**src/rtl/run_ctrl_scheduler.sv**
```systemverilog
// Run-control sequencer for the gated task clock: turns host halt/run/step/run-to
// commands into clk_en and breakpoint, and owns the task-cycle counter and halt cause.
module run_ctrl_scheduler #(
  parameter int CNT_W = 64
) (
  input  logic             sys_clk,
  input  logic             sys_reset,
  input  logic             cmd_valid,
  output logic             cmd_ready,
  input  logic [1:0]       cmd_op,
  input  logic [CNT_W-1:0] cmd_arg,
  input  logic             difftest_break,
  output logic             clk_en,
  output logic [CNT_W-1:0] breakpoint,
  output logic             running,
  output logic [1:0]       halt_cause,
  output logic [CNT_W-1:0] task_cycles,
  output logic             done,
  output logic             cmd_err
);

  typedef enum logic [0:0] {
    ST_HALTED  = 1'b0,
    ST_RUNNING = 1'b1
  } state_t;

  localparam logic [1:0] OP_HALT   = 2'd0;
  localparam logic [1:0] OP_RUN    = 2'd1;
  localparam logic [1:0] OP_STEP   = 2'd2;
  localparam logic [1:0] OP_RUN_TO = 2'd3;

  localparam logic [1:0] CAUSE_RESET  = 2'd0;
  localparam logic [1:0] CAUSE_HOST   = 2'd1;
  localparam logic [1:0] CAUSE_TARGET = 2'd2;
  localparam logic [1:0] CAUSE_DIFF   = 2'd3;

  localparam logic [CNT_W-1:0] CNT_ONES = {CNT_W{1'b1}};
  localparam logic [CNT_W-1:0] CNT_ZERO = {CNT_W{1'b0}};

  state_t           state_r, state_s;
  logic             bounded_r, bounded_s;
  logic             clk_en_r;
  logic [CNT_W-1:0] bp_r, bp_s;
  logic [CNT_W-1:0] tc_r;
  logic [1:0]       cause_r, cause_s;
  logic             done_r, done_s;
  logic             err_r, err_s;

  logic [CNT_W:0]   step_sum_s;
  logic [CNT_W-1:0] tc_inc_s;
  logic             target_hit_s;
  logic             is_start_s;
  logic             host_halt_s;

  // Carry out of the sum marks a STEP that would overflow the counter.
  assign step_sum_s   = {1'b0, tc_r} + {1'b0, cmd_arg};
  assign tc_inc_s     = tc_r + {{(CNT_W-1){1'b0}}, 1'b1};
  assign target_hit_s = bounded_r && (tc_inc_s == bp_r);
  assign is_start_s   = cmd_valid && (cmd_op != OP_HALT);
  assign host_halt_s  = cmd_valid && (cmd_op == OP_HALT);

  // Next-state, stop arbitration and command acceptance.
  always_comb begin
    state_s   = state_r;
    bounded_s = bounded_r;
    bp_s      = bp_r;
    cause_s   = cause_r;
    done_s    = 1'b0;
    err_s     = 1'b0;
    case (state_r)
      ST_HALTED: begin
        if (is_start_s) begin
          if (difftest_break) begin
            err_s = 1'b1;
          end else begin
            case (cmd_op)
              OP_RUN: begin
                state_s   = ST_RUNNING;
                bounded_s = 1'b0;
                bp_s      = CNT_ONES;
              end
              OP_STEP: begin
                if (cmd_arg == CNT_ZERO) begin
                  done_s = 1'b1;
                end else if (step_sum_s[CNT_W]) begin
                  err_s = 1'b1;
                end else begin
                  state_s   = ST_RUNNING;
                  bounded_s = 1'b1;
                  bp_s      = step_sum_s[CNT_W-1:0];
                end
              end
              OP_RUN_TO: begin
                if (cmd_arg <= tc_r) begin
                  err_s = 1'b1;
                end else begin
                  state_s   = ST_RUNNING;
                  bounded_s = 1'b1;
                  bp_s      = cmd_arg;
                end
              end
              default: begin
                state_s = ST_HALTED;
              end
            endcase
          end
        end else begin
          state_s = ST_HALTED;
        end
      end
      ST_RUNNING: begin
        // Start commands never disturb an active run.
        err_s = is_start_s;
        if (difftest_break) begin
          state_s = ST_HALTED;
          cause_s = CAUSE_DIFF;
          done_s  = 1'b1;
        end else if (target_hit_s) begin
          state_s = ST_HALTED;
          cause_s = CAUSE_TARGET;
          done_s  = 1'b1;
        end else if (host_halt_s) begin
          state_s = ST_HALTED;
          cause_s = CAUSE_HOST;
          done_s  = 1'b1;
        end else begin
          state_s = ST_RUNNING;
        end
      end
      default: begin
        state_s = ST_HALTED;
      end
    endcase
  end

  // Control state and registered outputs.
  always_ff @(posedge sys_clk or posedge sys_reset) begin
    if (sys_reset) begin
      state_r   <= ST_HALTED;
      bounded_r <= 1'b0;
      clk_en_r  <= 1'b0;
      bp_r      <= CNT_ONES;
      cause_r   <= CAUSE_RESET;
      done_r    <= 1'b0;
      err_r     <= 1'b0;
    end else begin
      state_r   <= state_s;
      bounded_r <= bounded_s;
      clk_en_r  <= (state_s == ST_RUNNING);
      bp_r      <= bp_s;
      cause_r   <= cause_s;
      done_r    <= done_s;
      err_r     <= err_s;
    end
  end

  // Task-cycle counter: counts every enabled cycle, including the one a stop is sampled in.
  always_ff @(posedge sys_clk or posedge sys_reset) begin
    if (sys_reset) begin
      tc_r <= CNT_ZERO;
    end else if (clk_en_r) begin
      tc_r <= tc_inc_s;
    end else begin
      tc_r <= tc_r;
    end
  end

  assign cmd_ready   = 1'b1;
  assign clk_en      = clk_en_r;
  assign running     = clk_en_r;
  assign breakpoint  = bp_r;
  assign halt_cause  = cause_r;
  assign task_cycles = tc_r;
  assign done        = done_r;
  assign cmd_err     = err_r;

endmodule

```
**config.mk**
```make
export PLATFORM = sky130hd
export DESIGN_NAME = run_ctrl_scheduler
export DESIGN_NICKNAME = d
export VERILOG_FILES = /design/src/rtl/run_ctrl_scheduler.sv
export SDC_FILE = /design/constraint.sdc
export NUM_CORES = 1
export LEC_CHECK = 0
export CELL_PAD_IN_SITES_DETAIL_PLACEMENT = 1
export CELL_PAD_IN_SITES_GLOBAL_PLACEMENT = 1
export CORE_MARGIN = 2
export CORE_UTILIZATION = 30
export CTS_BUF_LIST = sky130_fd_sc_hd__clkbuf_8
export DETAILED_ROUTE_END_ITERATION = 8
export HOLD_SLACK_MARGIN = 0.03
export PLACE_DENSITY_LB_ADDON = 0.1
export SLEW_MARGIN = 20
export SYNTH_ARGS = -nofsm -noshare
export SYNTH_HDL_FRONTEND = slang
export SYNTH_SLANG_ARGS = --single-unit
export TNS_END_PERCENT = 50
```
**constraint.sdc**
```tcl
create_clock -name sys_clk -period 6 [get_ports sys_clk]
set_input_delay 1.2 -clock sys_clk [delete_from_list [all_inputs] [get_ports sys_clk]]
set_output_delay 1.2 -clock sys_clk [all_outputs]
set_load 0.03 [all_outputs]
```
* Word-level counts from Yosys, hierarchy flattened
Cells that the tools add are included. Widths: inputs -> output; s select.
Word-level totals: register bits 134, input bits 70, output and inout port bits 135
Operators by class: $add $sub $neg 2, $lt $le $gt $ge 1, equal/unequal tests 7, muxes and demuxes 36, bitwise logic cells 2, reductions and logical operators 10
Operator list (count):
- $mux 64 | 3
- $pmux 64 s3 | 1
- $add 64x64->65 | 1
- $add 64x1->64 const B | 1
- $eq 64x64->1 | 1
- $le 64x64->1 | 1
- $logic_not 64->1 | 1
- $mux 1 | 23
- $pmux 1 s2 | 4
- $reduce_and 7->1 | 1
- $mux 2 | 3
- $ne 2x2->1 const B | 3
- $pmux 1 s3 | 2
- $reduce_bool 3->1 | 2
- $eq 2x2->1 const B | 2
- $logic_and 1x1->1 | 3
- $eq 2x1->1 const B | 1
- $logic_not 2->1 | 1
- $not 1->1 | 2
- $reduce_and 2->1 | 1
- $reduce_bool 2->1 | 1

* Depth between registers and ports, before layout
depth after elaboration 7, mapped depth 17, gate-level depth less buffers 14

* Least setup slack after synthesis
No wires, ideal clock.
path kind input-to-reg, start point in cmd_arg[0], end point reg bp_r[54] (netlist: breakpoint[54]), setup time 0.082 ns, arrival time 4.294 ns, required time 5.918 ns, path slack 1.624 ns, cell stages on the path 16, path through ha_1 > inv_1 > fa_1 > nor2_1 > o311ai_0 > a2111oi_1 > o21bai_1 > a31oi_1 > o21bai_1 > a211oi_1 > a21boi_1 > o21ai_2 > buf_2 > buf_2 > nand2_1 > o211ai_1
On the way: longest elaborated chain between the ends 4
Ends and longest elaborated chain:
- from (decl) | RTL line 11 | input logic [CNT_W-1:0] cmd_arg,
- $add 64x64->65 | RTL line 56 | assign step_sum_s = {1'b0, tc_r} + {1'b0, cmd_arg};
- $mux 64 | RTL line 85 | end else if (step_sum_s[CNT_W]) begin
- $mux 64 | RTL line 83 | if (cmd_arg == CNT_ZERO) begin
- $pmux 64 s3 | RTL line 76 | case (cmd_op)
- to (signal assigned) | RTL line 150 | bp_r <= bp_s;
- to (decl) | RTL line 43 | logic [CNT_W-1:0] bp_r, bp_s;
Several ways; a longest one is shown, not always the timed one. The select of a mux whose other input is x is not followed. A chain may end at the register's enable or synchronous reset.

* Final worst setup path
start point in cmd_arg[0], end point reg bp_r[10] (netlist: breakpoint[10])
Same word-level chain as after synthesis.

==> flow_summary.yaml <==
pwr:
  relative_contribution_of_sequential_cells_to_total_power_pct: 35.6
  net-switching-power_w: 0.00160
  power_switching_share_pct: 43.2
  vdd_ir_drop_max_mv: 0.175
  p_int_w: 0.00211
  share_clk_of_total_power_pct: 23.5
  cellPowerDensity_mw_per_mm2: 214
  combPwrFrac_pct: 41.0
  power.leakage_nw: 6.79
worst_setup_path:
  crit_fanout: 81
  critPathCaptureType: "flop"
  worst_ep_arrival_time_ps: 5870
  worst_setup_path_start_kind: "primary input"
  classification_of_the_worst_setup_path: "primary input to flop"
  cp.required_ps: 6520
clock_network:
  clockBufferDepth: 2
  cts_root_buffer: "clkbuf_8"
  post_cts.repair.setup_buffers: 0
  cts_resized: 0
  worst_setup_hold_path_clk_slew_ps: 100
  cts_tree: "done"
  clock_sinks: 134
  cts.hold.buffers_added: 0
  clock_insertion_delay_worst_skew_ps: 600
  clock_tree.htree_level_count: 4
  cts-buffers-inserted: 17
placed_design:
  dpl-instance-area_mm2: 0.0169
  dp_slack_ps: 92.9
  dpl.cell_count: 2562
  io_buffer_count: 203
  hpwl_um: 54900
  finalWeightedCongestion: 0.923
sta:
  min_period_ps: 5350
  hold_violations: 0
  finalSetupTns_ps: 0
  worst_case_clock_skew_ps: 21.3
  timing.final.crit_share_pct: 89.2
  post-route-worst-setup-slack_ps: 647
  rsz0062_at_grt: "false"
  drv_slew: 0
  maxSlewHeadroom_pct: 30.0
  tightest_slew_ps: 1040
  timing.fmax_mhz: 187
  final-setup-viol-count: 0
floorplanning:
  rows: 79
  die_w_um: 220
  fp.dieH_um: 220
  initial_core_utilization_pct: 30.3
  die_area_mm2: 0.0485
  core_mm2: 0.0464
  num_io_pins: 205
synth:
  ys_async_sr_fraction_pct: 100
  synth-seq-area-share_pct: 24.5
  netlist_instances: 1773
  synth_area_mm2: 0.0140
  dominant_cell_type_by_area_after_synthesis: "dfrtp_1"
  synth_enable_flop_cells: 0
  main_area_contributors_after_synthesis: "dfrtp_1 (12%), dfstp_2 (12%), ha_1 (12%)"
  yosys.cell_types.count: 89
  synth_warnings: 0
  yosys_most_used_dff: "dfrtp_1"
  synth_top_cell_area_share_pct: 12.5
  yosys_register_bits: 134
  synthesis.area_per_instance_um2: 7.91
  syn_nets: 1973
finish:
  fin_nets: 2174
  layout-drive-gt1-share_pct: 10.0
  ff_latch_area_mm2: 0.00343
  synthesis_to_layout_area_growth_pct: 23.6
  layout.cells.most_common: "clkdlybuf4s50_1"
  multi_input_area_mm2: 0.00976
  final_layout_fill_cell_count: 5590
  layout_common_cells: "clkdlybuf4s50_1 (201), xnor2_1 (184), a21oi_1 (150)"
  final_cell_count_no_fill: 2595
  finish.instance_area_mm2: 0.0173
global_routing:
  overflow: 0
  wire_length_of_the_first_global_routing_pass_um: 101000
  grt_pass1_vias: 15100
  largest_net_degree_at_the_start_of_global_routing: 82
  grt.total_usage_pct: 28.6
  antenna_found_initial: 1
hold_path:
  min_path_type: "flop to flop"
route:
  detailroute.via_count: 14500
  final_antenna_net_count: 0
  remaining_drc_errors: 0
  totalWireLength_um: 68700
  drt_iter0_markers: 898
  drt-vias-per-instance: 5.58
  route.detailed.wl_per_inst_um: 26.5
  drt-pass1-iter-count: 5
outcome:
  status: "finished, final reports clean"
flow_run:
  drv.max_cap_violation_count: 0
## final timing paths
check | start | endpoint | slack (ps) | cells after the start
setup / recovery | cmd_arg[0] | breakpoint[10] | 650 | 17
min in group asynchronous | sys_reset | task_cycles[61] | 960 | 2
max in group asynchronous | sys_reset | task_cycles[28] | 3890 | 3
setup reg to reg | task_cycles[44] | breakpoint[23] | 1240 | 15
hold / removal | breakpoint[60] | breakpoint[60] | 490 | 2
hold reg to reg | breakpoint[60] | breakpoint[60] | 490 | 2
## kinds of logic (layout without fill, tap and decap cells)
kind of cell	count (synthesis)	after routing	synth area share, %
compound gates	459	459	20.8
xor+xnor	215	215	13.4
fa+ha+maj	130	130	11.6
buf+inv	212	426	6.05
flops	134	134	24.5
mux	27	27	1.95
other cells	1	2	0.0267
simple gates	595	595	21.6
## registers in the layout, summed over array words and instances, names as in the netlist
register and cells:
cmd_err 1, breakpoint 64, bounded_r 1, halt_cause 2, task_cycles 64, done 1
clk_en 1
## per-stage QoR
step,hold slack [ps],utilization (%),power [W]
detailed placement,472,36.5,0.00285
global route,517,37.4,0.00389
global placement,471,36.5,0.00284
CTS,491,37.4,0.00374
finish,490,37.4,0.00370
floorplan,441,-,0.00217
## critical path: stages
cell and delay [ps]:
clkdlybuf4s50_1 640, ha_1 230, inv_1 60, fa_1 390, nor2_1 200, o311ai_0 250, a2111oi_1 440, buf_4 210
o21bai_1 80, a31oi_1 300, o21bai_1 190, a211oi_1 300, buf_4 230, a21boi_1 130, o21ai_4 250, buf_12 350
mux2_2 380
## power groups by stage
stage                     combinational [W]  sequential [W]  clock [W]
after global placement              0.00150         0.00133          0
after CTS                           0.00152         0.00132   0.000893
after global routing                0.00163         0.00134   0.000923
after detailed placement            0.00152         0.00133          0
final                               0.00152         0.00132   0.000869
after floorplan                    0.000654         0.00151          0
## layout make-up
class | instances | area share (%)
multi-input cells | 1427 | 56.3
flip-flops and latches | 134 | 19.8
repair buffers | 261 | 14.3
well taps | 607 | 4.38
inverters | 133 | 2.91
clock buffers | 17 | 1.35
clock inverters | 15 | 0.974
diodes | 1 | 0.0144
## Yosys cell counts (5+ instances only)
library cell	number
o21bai_1	28
and3_1	9
nor2_1	149
nand2_1	131
inv_1	130
nand2b_1	16
a211oi_1	14
or3_1	14
a21oi_1	150
o22ai_1	10
or4_1	10
clkbuf_1	53
or2_2	7
nor2b_1	15
nand4_1	49
buf_4	5
a31oi_1	10
xnor2_1	184
o21ai_0	88
a21o_1	42
dfrtp_1	70
a221oi_1	7
xor2_1	31
nor3_1	42
o211ai_1	9
ha_1	129
nor4_1	50
mux2i_1	24
dfstp_2	64
buf_2	14
o31ai_1	30
nand3_1	68
and2_1	5
a21boi_0	5
o31a_1	6
o21a_1	5
## layer usage
metal	routed length, um	up-vias	GRT usage (%)
li1	-	6710	-
met1	31100	7341	37.5
met2	33200	357	48.4
met3	2570	83	4.26
met4	1820	0	8.70
met5	0	-	0
Note: power is estimated with default switching activity, not from simulation.
